--- src/rtl/uart_fifo_pkg.sv ---
// Shared constants and types for the UART FIFO: default geometry, pointer width helper
// and the error-flag struct that the UART status register also uses.
package uart_fifo_pkg;

    localparam int DATA_W_DEF = 8;
    localparam int DEPTH_DEF  = 16;

    // One extra bit beyond the address gives the wrap bit for full/empty decode.
    function automatic int ptr_w(input int depth);
        return $clog2(depth) + 1;
    endfunction

    typedef struct packed {
        logic overflow;
        logic underflow;
    } fifo_err_t;

endpackage

--- src/rtl/uart_fifo_ram.sv ---
// DEPTH x DATA_W storage with one synchronous write port and one read port.
// Read port is registered by default and combinational when UART_FIFO_FWFT_EN is defined.
module uart_fifo_ram #(
    parameter int DATA_W = 8,
    parameter int DEPTH  = 16,
    parameter int AW     = $clog2(DEPTH)
) (
    input  logic              clk,
    input  logic              rst_i,
    input  logic              we_i,
    input  logic [AW-1:0]     waddr_i,
    input  logic [DATA_W-1:0] wdata_i,
    input  logic              re_i,
    input  logic [AW-1:0]     raddr_i,
    output logic [DATA_W-1:0] rdata_o
);

    logic [DATA_W-1:0] mem_q [DEPTH];

    always_ff @(posedge clk) begin
        if (we_i) begin
            mem_q[waddr_i] <= wdata_i;
        end
    end

`ifdef UART_FIFO_FWFT_EN
    logic unused_ok;
    assign unused_ok = rst_i ^ re_i;
    assign rdata_o   = mem_q[raddr_i];
`else
    logic [DATA_W-1:0] rdata_q;

    always_ff @(posedge clk) begin
        if (rst_i) begin
            rdata_q <= '0;
        end else if (re_i) begin
            rdata_q <= mem_q[raddr_i];
        end
    end

    assign rdata_o = rdata_q;
`endif

endmodule

--- src/rtl/uart_fifo_sync.sv ---
// Parametrised synchronous FIFO for the UART TX/RX paths with level, watermarks, sticky
// errors and flush. Define UART_FIFO_FWFT_EN for first-word-fall-through reads.
module uart_fifo_sync
    import uart_fifo_pkg::*;
#(
    parameter int DATA_W   = DATA_W_DEF,
    parameter int DEPTH    = DEPTH_DEF,
    parameter int AF_LEVEL = DEPTH - 2,
    parameter int AE_LEVEL = 2
) (
    input  logic                   clk,
    input  logic                   rst,
    input  logic                   clr,
    input  logic                   wr_en,
    input  logic [DATA_W-1:0]      wr_data,
    input  logic                   rd_en,
    output logic [DATA_W-1:0]      rd_data,
    output logic                   rd_valid,
    output logic                   full,
    output logic                   empty,
    output logic                   almost_full,
    output logic                   almost_empty,
    output logic [$clog2(DEPTH):0] level,
    output logic                   overflow,
    output logic                   underflow
);

    localparam int PW = ptr_w(DEPTH);
    localparam int AW = PW - 1;
    localparam logic [PW-1:0] AF_L = PW'(AF_LEVEL);
    localparam logic [PW-1:0] AE_L = PW'(AE_LEVEL);

    logic [PW-1:0] wr_ptr_q, wr_ptr_d;
    logic [PW-1:0] rd_ptr_q, rd_ptr_d;
    logic [PW-1:0] level_q, level_d;
    fifo_err_t     err_q, err_d;
    logic          rd_valid_q, rd_valid_d;
    logic          rd_acc, wr_acc;

    assign empty = (wr_ptr_q == rd_ptr_q);
    assign full  = (wr_ptr_q[AW-1:0] == rd_ptr_q[AW-1:0]) && (wr_ptr_q[AW] != rd_ptr_q[AW]);

    // A read frees the slot in the same cycle, so a full FIFO still accepts a paired write.
    assign rd_acc = rd_en && !empty;
    assign wr_acc = wr_en && (!full || rd_acc);

    always_comb begin
        wr_ptr_d   = wr_ptr_q;
        rd_ptr_d   = rd_ptr_q;
        level_d    = level_q;
        err_d      = err_q;
        rd_valid_d = 1'b0;
        if (clr) begin
            wr_ptr_d = '0;
            rd_ptr_d = '0;
            level_d  = '0;
            err_d    = '0;
        end else begin
            if (wr_acc) wr_ptr_d = wr_ptr_q + PW'(1);
            if (rd_acc) rd_ptr_d = rd_ptr_q + PW'(1);
            case ({wr_acc, rd_acc})
                2'b10:   level_d = level_q + PW'(1);
                2'b01:   level_d = level_q - PW'(1);
                default: level_d = level_q;
            endcase
            err_d.overflow  = err_q.overflow  | (wr_en && !wr_acc);
            err_d.underflow = err_q.underflow | (rd_en && empty);
            rd_valid_d      = rd_acc;
        end
    end

    always_ff @(posedge clk) begin
        if (rst) begin
            wr_ptr_q   <= '0;
            rd_ptr_q   <= '0;
            level_q    <= '0;
            err_q      <= '0;
            rd_valid_q <= 1'b0;
        end else begin
            wr_ptr_q   <= wr_ptr_d;
            rd_ptr_q   <= rd_ptr_d;
            level_q    <= level_d;
            err_q      <= err_d;
            rd_valid_q <= rd_valid_d;
        end
    end

    uart_fifo_ram #(
        .DATA_W (DATA_W),
        .DEPTH  (DEPTH),
        .AW     (AW)
    ) u_ram (
        .clk     (clk),
        .rst_i   (rst),
        .we_i    (wr_acc && !clr && !rst),
        .waddr_i (wr_ptr_q[AW-1:0]),
        .wdata_i (wr_data),
        .re_i    (rd_acc && !clr && !rst),
        .raddr_i (rd_ptr_q[AW-1:0]),
        .rdata_o (rd_data)
    );

`ifdef UART_FIFO_FWFT_EN
    logic unused_rv;
    assign unused_rv = rd_valid_q;
    assign rd_valid  = !empty;
`else
    assign rd_valid  = rd_valid_q;
`endif

    assign level        = level_q;
    assign almost_full  = (level_q >= AF_L);
    assign almost_empty = (level_q <= AE_L);
    assign overflow     = err_q.overflow;
    assign underflow    = err_q.underflow;

endmodule
--- config.mk ---
export PLATFORM = sky130hd
export DESIGN_NAME = uart_fifo_sync
export DESIGN_NICKNAME = d
export VERILOG_FILES = /design/src/rtl/uart_fifo_pkg.sv /design/src/rtl/uart_fifo_ram.sv /design/src/rtl/uart_fifo_sync.sv
export SDC_FILE = /design/constraint.sdc
export NUM_CORES = 1
export LEC_CHECK = 0
export CELL_PAD_IN_SITES_DETAIL_PLACEMENT = 1
export CELL_PAD_IN_SITES_GLOBAL_PLACEMENT = 1
export CORE_MARGIN = 2
export CORE_UTILIZATION = 35
export CTS_BUF_LIST = sky130_fd_sc_hd__clkbuf_16
export DETAILED_ROUTE_END_ITERATION = 12
export PLACE_DENSITY = 0.68
export SLEW_MARGIN = 20
export SYNTH_ARGS = -nofsm -noshare
export SYNTH_HDL_FRONTEND = slang
export SYNTH_SLANG_ARGS = --single-unit
export TNS_END_PERCENT = 1
--- constraint.sdc ---
create_clock -name clk -period 8.6 [get_ports clk]
set_clock_uncertainty 0.2 [all_clocks]
set_input_delay 1.72 -clock clk [delete_from_list [all_inputs] [get_ports clk]]
set_output_delay 1.72 -clock clk [all_outputs]
set_load 0.03 [all_outputs]
# Word level (Yosys, flattened, before mapping)
# Memories as Yosys holds them, arrays and structs flattened. A register that Yosys moved wholly into a read port is not among the register bits.
# Cells that the tools add are included.
word_totals:
  mem_count: 1
  in_bits: 13
  ff_bits: 18
  ram_bits: 128
op_classes:
  eq_ne: 5
  n_reduce_logical: 17
  muxes: 3
  addsub: 4
  magnitude_cmp: 2
  bitwise_logic: 2
memory_table:
  columns: ["memory", "words", "word_bits", "rd", "rd_clocked_by_memory_dff", "wr", "line", "source"]
  rows:
  - ["u_ram.mem_q", 16, 8, 1, 1, 1, "uart_fifo_ram.sv:18", "logic [DATA_W-1:0] mem_q [DEPTH];"]
ops:
  columns: ["cell", "count"]
  rows:
  - ["$add 5x1->5 const B", 3]
  - ["$pmux 5 s2", 1]
  - ["$logic_and 1x1->1", 9]
  - ["$eq 5x5->1", 1]
  - ["$ge 5x4->1 const B", 1]
  - ["$le 5x2->1 const B", 1]
  - ["$logic_not 1->1", 5]
  - ["$sub 5x1->5 const B", 1]
  - ["$eq 4x4->1", 1]
  - ["$eq 2x1->1 const B", 1]
  - ["$eq 2x2->1 const B", 1]
  - ["$mux 1", 2]
  - ["$or 1x1->1", 2]
  - ["$reduce_bool 2->1", 1]
  - ["$reduce_or 2->1", 1]
  - ["$logic_or 1x1->1", 1]
  - ["$ne 1x1->1", 1]

# Longest topological paths before layout
# Gate-level depths: netlist (run 1).
depth:
  depth_word: 9
  ltp_mapped: 11
  depth_no_buf: 10

# Modules after synthesis
# A second synthesis (run 1) with hierarchy kept.
unflattened:
  hier_cells: 428
  hier_area_um2: 6406.1
modules_own_cells:
  columns: ["mod", "cells_per_inst", "seq_area_each_um2", "area_per_inst_um2", "n_inst"]
  rows:
  - ["uart_fifo_ram", 316, 4003.8, 5343.9, 1]
  - ["uart_fifo_sync", 112, 360.3, 1062.3, 1]

# Least setup slack after synthesis (run 1)
# Ideal clock, no wire load.
synth_timing:
  kind: "register -> output"
  startpoint: "register level_q[1] (netlist: level[1])"
  endpoint: "output port almost_empty"
  path_stages_with_launch: 2
  arrival_time_ps: 2086
  slack_ps: 4594
  t_required_ps: 6680
  cell_sequence: "dfxtp_1 -> a2111oi_0"
synth_between:
  elab_chain_len: 1
synth_lines:
  columns: ["item", "line", "source"]
  rows:
  - ["from (decl)", "uart_fifo_sync.sv:35", "logic [PW-1:0] level_q, level_d;"]
  - ["from (signal assigned)", "uart_fifo_sync.sv:82", "level_q <= level_d;"]
  - ["$le 5x2->1", "uart_fifo_sync.sv:113", "assign almost_empty = (level_q <= AE_L);"]
  - ["to (decl)", "uart_fifo_sync.sv:22", "output logic almost_empty,"]
# Every way passes these cells.

# Worst setup path in the final report (run 1)
layout_timing:
  startpoint: "register rd_ptr_q[2]"
  endpoint: "output port empty"
layout_between:
  elab_chain_len: 1
layout_lines:
  columns: ["item", "line", "source"]
  rows:
  - ["from (decl)", "uart_fifo_sync.sv:34", "logic [PW-1:0] rd_ptr_q, rd_ptr_d;"]
  - ["from (signal assigned)", "uart_fifo_sync.sv:81", "rd_ptr_q <= rd_ptr_d;"]
  - ["$eq 5x5->1", "uart_fifo_sync.sv:40", "assign empty = (wr_ptr_q == rd_ptr_q);"]
  - ["to (decl)", "uart_fifo_sync.sv:20", "output logic empty,"]
# Every way passes these cells.

==> results of run 1 <==
## critical path, cell delays in order, from the launching register on
cell	delay, ps
dfxtp_1	310
buf_4	430
xnor2_1	210
nand4_2	270
nor2_1	210
clkdlybuf4s50_1	690
## layer usage
metal / routed length, um / part of all wire, %
met5: 0 / 0
met4: 251 / 1.8
met3: 604 / 4.4
met2: 6780 / 49
met1: 6230 / 45
## area by class of cell
class,count,area (sq um)
clock buffers,17,425
clock inverters,15,98.8
fillers,1757,10500
inverters,6,22.5
multi-input cells,181,1840
flip-flops and latches,154,4370
well taps,229,287
repair buffers,34,335
## power by group through the flow
stage	combinational, mW	clock, mW	sequential, mW
floorplan	0.0255	0	0.833
global placement	0.0533	0	0.830
detailed placement	0.0549	0	0.831
CTS	0.0552	0.680	0.815
global route	0.0591	0.709	0.815
finish	0.0546	0.667	0.815
## Yosys cell counts (5+ instances only)
master / count / area share (%)
mux4_2: 19 / 6.7
mux4_1: 13 / 5.4
edfxtp_1: 128 / 60
dfxtp_1: 26 / 8.2
nand3_1: 6 / 0.47
inv_1: 5 / 0.29
ha_1: 8 / 1.6
a31o_2: 8 / 1.1
xnor2_1: 10 / 1.4
buf_6: 6 / 1.1
a22oi_1: 16 / 1.9
a21oi_1: 16 / 1.3
nand2_1: 5 / 0.29
nor3_1: 8 / 0.63
nor2_1: 31 / 1.8
## cell families (layout without fill, tap and decap cells)
group / count (synthesis) / count (layout)
adders and majority gates: 9 / 9
DFF: 154 / 154
xor gates and xnor gates: 15 / 15
muxes: 38 / 38
buffers and inverters: 25 / 72
and+or+nand+nor: 62 / 62
AOI/OAI and AO/OA: 57 / 57
## registers in the layout, summed over array words and instances (netlist names)
register / cells
u_ram.mem_q: 128
underflow: 1
level: 5
rd_ptr_q: 5
overflow: 1
u_ram.rdata_o: 8
rd_valid: 1
wr_ptr_q: 5
## cells in the final DEF, fill, tap and decap left out, types with 13 or more instances in the layout
cell type / instances
edfxtp_1: 128
clkdlybuf4s50_1: 32
nor2_1: 31
dfxtp_1: 25
mux4_2: 19
clkbuf_16: 17
a21oi_1: 16
a22oi_1: 16
mux4_1: 13
## worst paths after layout
path / from / to / slack, ps / depth (start not counted)
setup / recovery: rd_ptr_q[2]$_SDFFE_PP0N_ / empty / 4110 / 5
setup reg to reg: rd_ptr_q[2]$_SDFFE_PP0N_ / level[4]$_SDFFE_PP0P_ / 5290 / 10
hold / removal: overflow$_SDFF_PP0_ / overflow$_SDFF_PP0_ / 270 / 2
hold reg to reg: overflow$_SDFF_PP0_ / overflow$_SDFF_PP0_ / 270 / 2
## stage by stage
step,worst slack (ps),cell area (sq um)
2_1_floorplan,4590,6380
3_3_place_gp,4070,6830
3_5_place_dp,3920,6830
4_1_cts,4080,7350
5_1_grt,4000,7370
6_report,4110,7370
==> flow_summary.json, run 1 <==
{
  "fin_crit_sh_pct": 52.2,
  "htree_levels": 4,
  "dieArea_sq_um": 19300,
  "clk_latency_ps": 420,
  "sequentialPowerShare_pct": 53.0,
  "start_kind": "register",
  "drive_gt1_share_pct": 17.0,
  "drt-vias-per-instance": 5.17,
  "met2_usage_pct": 23.6,
  "cts_root_buf": "clkbuf_16",
  "synth_cell_types": 53,
  "mappedNetlistArea_sq_um": 6380,
  "required_ps": 6680,
  "synth_adder_area_share_pct": 1.88,
  "cp.arrival_ps": 2570,
  "synth_seq_cells": 154,
  "core_area_sq_um": 17900,
  "syn2layout_area_growth_pct": 15.5,
  "drt_wl_total_um": 13900,
  "hold_path_class": "register to register",
  "cts_tree": "yes",
  "num_rows": 49,
  "relSlewSlack_pct": 41.4,
  "ctsHoldBuffers": 0,
  "cts_resized": 0,
  "period_minus_slack_ps": 4490,
  "synth_compound_area_share_pct": 6.57,
  "ios": 33,
  "tightest_slew_ps": 876,
  "async_reset_ff_share_pct": 0,
  "grt_pass1_wl_um": 21300,
  "synth_edf_count": 128,
  "critical_path_class": "register to output port",
  "clkPwrFrac_pct": 43.4,
  "drt_iter0_drc": 280,
  "share_comb_of_total_power_pct": 3.6,
  "holdWs_ps": 270,
  "clock-sinks": 154,
  "grt_use_met1_pct": 20.5,
  "grt_antenna_before_repair": 0,
  "dr.pass1.iters": 5,
  "maxCapViolCount": 0,
  "fp.dieH_um": 139,
  "grt_max_degree": 37,
  "grt-ovfl-total": 0,
  "endpoint_kind": "output port",
  "hold_violations": 0,
  "instances_no_fill": 636,
  "synth_seq_area_share_pct": 68.4,
  "status": "finished clean",
  "synth-xor-area-share_pct": 2.18,
  "cts_setup_buffers": 0,
  "start_util_pct": 35.6,
  "cts_made_buffers": 17,
  "synthesis.nets": 382,
  "setup_violations": 0,
  "switching_share_pct": 20.7,
  "yosys-mux-area-fraction_pct": 13.3,
  "antennaDiodeCount": 0,
  "maxSlewViolCount": 0,
  "io_buffers": 32,
  "crit_fanout": 36,
  "yosys.area_share.simple_pct": 4.57,
  "drc_errors": 0,
  "yosysWarnings": 0,
  "p_per_area_nw_per_um2": 208,
  "power.switching_uw": 318,
  "synth_top_family_by_area": "multiplexers",
  "die_w_um": 139,
  "gr-usage-met3_pct": 3.00,
  "ant_nets": 0,
  "syn-instance-count": 360,
  "nets": 416,
  "p_leak_nw": 2.41,
  "intPower_mw": 1.22,
  "dp_cells": 604,
  "fin_util_pct": 41.2,
  "gp_congestion": 0.727,
  "wire_per_inst_um": 21.8,
  "syn_area_per_cell_sq_um": 17.7,
  "cts_buffer_depth": 2,
  "finalSetupTns_ps": 0,
  "finalPower_mw": 1.54,
  "rsz0062_at_grt": "no",
  "clkTransAtPathRegs_ps": 60,
  "synthFlopType": "edfxtp_1",
  "place_hpwl_um": 9000,
  "track_usage_pct": 14.9,
  "ir_drop_uv": 122,
  "grt_busiest_layer": "met2",
  "grt_pass1_vias": 3497,
  "dr_total_vias": 3285,
  "timing.fmax_mhz": 223
}
Note: power is estimated with default switching activity, not from simulation.
==> inputs of run 2 (changes only) <==
==> constraint.sdc (replaced) <==
create_clock -name clk -period 4.2 [get_ports clk]
set_clock_uncertainty 0.2 [all_clocks]
set_input_delay 0.84 -clock clk [delete_from_list [all_inputs] [get_ports clk]]
set_output_delay 0.84 -clock clk [all_outputs]
set_load 0.03 [all_outputs]
==> flow_summary.json, run 2 (synthesized netlist as in run 1, its figures left out) <==
{
  "finalSetupTns_ps": 0,
  "cts_buffer_depth": 2,
  "cts_resized": 0,
  "timing.fmax_mhz": 288,
  "ant_nets": 0,
  "grt_max_degree": 36,
  "clock-sinks": 154,
  "tightest_slew_ps": 811,
  "hold_depth": 2,
  "gr-usage-met3_pct": 4.45,
  "required_ps": 3160,
  "cts_setup_buffers": 0,
  "top_register": "u_ram.mem_q",
  "die_w_um": 139,
  "drc_errors": 0,
  "gp_congestion": 0.761,
  "ctsHoldBuffers": 0,
  "cts_tree": "yes",
  "start_kind": "register",
  "reg2reg_depth": 9,
  "hold_violations": 0,
  "clkTransAtPathRegs_ps": 60,
  "grt_pass1_vias": 3517,
  "cp.arrival_ps": 2430,
  "crit_fanout": 12,
  "grt_busiest_layer": "met2",
  "maxCapViolCount": 0,
  "cts_made_buffers": 17,
  "fin_util_pct": 41.7,
  "start_util_pct": 35.6,
  "p_per_area_nw_per_um2": 451,
  "ir_drop_uv": 319,
  "dr_total_vias": 3345,
  "grt-ovfl-total": 0,
  "htree_levels": 4,
  "place_hpwl_um": 9000,
  "ios": 33,
  "io_buffers": 32,
  "relSlewSlack_pct": 45.7,
  "rsz0062_at_grt": "no",
  "grt_use_met1_pct": 20.5,
  "maxSlewViolCount": 0,
  "dieArea_sq_um": 19300,
  "track_usage_pct": 15.2,
  "met2_usage_pct": 23.5,
  "num_rows": 49,
  "mostFrequentLayoutCells": "edfxtp_1, clkdlybuf4s50_1, nor2_1",
  "setup_violations": 0,
  "nets": 421,
  "cts_root_buf": "clkbuf_16",
  "fill_cells": 1739,
  "syn2layout_area_growth_pct": 17.1,
  "grt_pass1_wl_um": 21500,
  "wire_per_inst_um": 21.7,
  "fin_crit_sh_pct": 82.7,
  "critical_path_class": "register to output port",
  "drt_iter0_drc": 260,
  "fp.dieH_um": 139,
  "antennaDiodeCount": 0,
  "status": "finished clean",
  "grt_antenna_before_repair": 0,
  "period_minus_slack_ps": 3470,
  "drt-vias-per-instance": 5.23,
  "largest_reg_flops": 128,
  "endpoint_kind": "output port",
  "clk_latency_ps": 430,
  "dr.pass1.iters": 5,
  "p_leak_nw": 2.45,
  "core_area_sq_um": 17900,
  "final_common_cell": "edfxtp_1",
  "hold_path_class": "register to register",
  "drive_gt1_share_pct": 17.8,
  "drt_wl_total_um": 13900
}
[run 2: metrics by stage]
step	area [sq um]	hold slack [ps]	cells	setup slack, ps	power, mW
final	7470	281	640	726	3.37
after global routing	7470	310	640	594	3.47
after CTS	7470	281	640	692	3.40
after detailed placement	6860	267	609	595	1.81
after global placement	6860	249	609	721	1.81
after floorplan	6380	356	360	1070	1.76
[run 2: path summary, 6_finish.rpt]
| path | from | slack (ps) | endpoint |
|---|---|---|---|
| setup / recovery | wr_ptr_q[2]$_SDFFE_PP0P_ | 730 | full |
| hold / removal | underflow$_SDFF_PP0_ | 280 | underflow$_SDFF_PP0_ |
| setup reg to reg | wr_ptr_q[2]$_SDFFE_PP0P_ | 1030 | level[4]$_SDFFE_PP0P_ |
| hold reg to reg | underflow$_SDFF_PP0_ | 280 | underflow$_SDFF_PP0_ |
[run 2: power breakdown]
part           total [mW]  internal (mW)  switching (mW)
Clock                1.59          0.985           0.603
Combinational       0.114         0.0414          0.0721
Sequential           1.67           1.66         0.00732
Total                3.37           2.69           0.683
[run 2: critical path: stages (launching register included)]
cell and delay [ps]:
dfxtp_1 580, xnor2_1 210, nand4_2 260, nor2_1 240, clkdlybuf4s50_1 710
[run 2: layout make-up]
class / count / area, sq um / area share [%]
well taps: 229 / 287 / 3.83
repair buffers: 39 / 373 / 4.99
clock buffers: 17 / 425 / 5.69
flip-flops and latches: 154 / 4370 / 58.4
clock inverters: 14 / 183 / 2.44
multi-input cells: 181 / 1820 / 24.3
inverters: 6 / 22.5 / 0.301
[run 2: per-layer routing]
layer	wire [um]	vias up
met5	0	-
met4	213	0
met3	544	18
met2	6710	63
met1	6410	1748
li1	-	1516
==> inputs of run 3 (changes only) <==
==> constraint.sdc (replaced) <==
create_clock -name clk -period 3.31 [get_ports clk]
set_clock_uncertainty 0.2 [all_clocks]
set_input_delay 0.662 -clock clk [delete_from_list [all_inputs] [get_ports clk]]
set_output_delay 0.662 -clock clk [all_outputs]
set_load 0.03 [all_outputs]
==> flow_summary.json, run 3 (synthesized netlist as in run 1, its figures left out) <==
{
  "maxCapViolCount": 0,
  "wire_per_inst_um": 21.1,
  "ir_drop_uv": 364,
  "io_buffers": 32,
  "cts_made_buffers": 17,
  "clkTransAtPathRegs_ps": 70,
  "drt_wl_total_um": 14000,
  "drt_iter0_drc": 231,
  "cts_root_buf": "clkbuf_16",
  "tightest_slew_ps": 700,
  "cts_setup_buffers": 0,
  "sequentialPowerShare_pct": 49.1,
  "gp_congestion": 0.715,
  "dr_total_vias": 3407,
  "endpoint_kind": "output port",
  "largest_reg_flops": 128,
  "required_ps": 2450,
  "fin_crit_sh_pct": 87.4,
  "top_register": "u_ram.mem_q",
  "grt_pass1_vias": 3694,
  "cp_slowest_cell": "clkdlybuf4s50_1",
  "drive_gt1_share_pct": 23.0,
  "cp.arrival_ps": 2030,
  "preCtsSetupSlack_ps": 168,
  "critical_path.top_delay_family": "buffers and inverters",
  "grt_antenna_before_repair": 0,
  "grt-ovfl-total": 0,
  "final_common_cell": "edfxtp_1",
  "fp.dieH_um": 139,
  "clk_latency_ps": 430,
  "relSlewSlack_pct": 53.2,
  "hold_path_class": "register to register",
  "dr.pass1.iters": 4,
  "clkPwrFrac_pct": 47.6,
  "die_w_um": 139,
  "ios": 33,
  "grt_max_degree": 36,
  "drc_errors": 0,
  "fin_ws_ps": 416,
  "ant_nets": 0,
  "p_per_area_nw_per_um2": 563,
  "intPower_mw": 3.42,
  "critical_path_class": "register to output port",
  "multi_input_area_sq_um": 1820,
  "slowest_delay_ps": 750,
  "register_area_sq_um": 4370,
  "status": "finished clean",
  "htree_levels": 4,
  "cts_tree": "yes",
  "mostFrequentLayoutCells": "edfxtp_1, nor2_1, buf_4",
  "power.switching_uw": 886,
  "start_kind": "register",
  "antennaDiodeCount": 0,
  "num_rows": 49,
  "timing.fmax_mhz": 346,
  "place_hpwl_um": 9130,
  "p_leak_nw": 2.57,
  "cts_buffer_depth": 2,
  "ctsHoldBuffers": 0,
  "hold_violations": 0,
  "clock-sinks": 154,
  "maxSlewViolCount": 0,
  "rsz0062_at_grt": "no",
  "nets": 443,
  "core_area_sq_um": 17900,
  "crit_fanout": 6,
  "dieArea_sq_um": 19300,
  "finalSetupTns_ps": 0,
  "cts_resized": 0,
  "grt_pass1_wl_um": 21600,
  "period_minus_slack_ps": 2890,
  "track_usage_pct": 15.1,
  "syn2layout_area_growth_pct": 19.9,
  "start_util_pct": 35.6,
  "fill_cells": 1761,
  "share_comb_of_total_power_pct": 3.4,
  "cp_num_buf_inv": 1,
  "setup_violations": 0,
  "path_cells": "a2111oi_0 > clkdlybuf4s50_1",
  "drt-vias-per-instance": 5.14,
  "switching_share_pct": 20.5
}
[run 3: layer usage]
metal | up-vias | wire length [um] | track usage [%]
met5 | - | 0 | 0
met4 | 0 | 233 | 4.68
met3 | 20 | 476 | 4.45
met2 | 61 | 6900 | 25.0
met1 | 1765 | 6350 | 19.4
li1 | 1561 | - | -
[run 3: layout make-up]
cell class                 instances  share of cell area [%]
tap                              229                    3.75
multi-input combinational        181                    23.7
timing repair buffer              61                    6.97
clock inverter                    15                    2.62
clock buffer                      17                    5.56
inverter                           6                   0.294
sequential                       154                    57.1
[run 3: worst min-delay path: cells and delay by family, from the launching register on]
kind / cells / cell delay [ps]
compound gates: 1 / 50
flops: 1 / 330
simple gates: 1 / 70
[run 3: per-stage QoR]
| step | instances | hold WS (ps) | total power [mW] | utilization [%] | cell area, sq um |
|---|---|---|---|---|---|
| floorplan | 360 | 356 | 2.23 | - | 6380 |
| global placement | 631 | 251 | 2.30 | 39.2 | 7020 |
| detailed placement | 631 | 267 | 2.30 | 39.2 | 7020 |
| CTS | 663 | 281 | 4.34 | 42.7 | 7650 |
| global route | 663 | 308 | 4.43 | 42.7 | 7650 |
| finish | 663 | 282 | 4.31 | 42.7 | 7650 |
[run 3: path summary, 6_finish.rpt]
kind                             from                    end  slack (ps)  cells past startpoint
min               overflow$_SDFF_PP0_    overflow$_SDFF_PP0_         280                      2
min reg2reg       overflow$_SDFF_PP0_    overflow$_SDFF_PP0_         280                      2
max             level[1]$_SDFFE_PP0P_           almost_empty         420                      2
max reg2reg  wr_ptr_q[0]$_SDFFE_PP0P_  level[4]$_SDFFE_PP0P_         470                      9
[run 3: power groups by stage]
stage | sequential (mW) | clock [mW] | combinational [mW]
after detailed placement | 2.16 | 0 | 0.145
after global placement | 2.16 | 0 | 0.139
after global routing | 2.12 | 2.15 | 0.158
after floorplan | 2.16 | 0 | 0.0662
final | 2.11 | 2.05 | 0.145
after CTS | 2.12 | 2.07 | 0.147
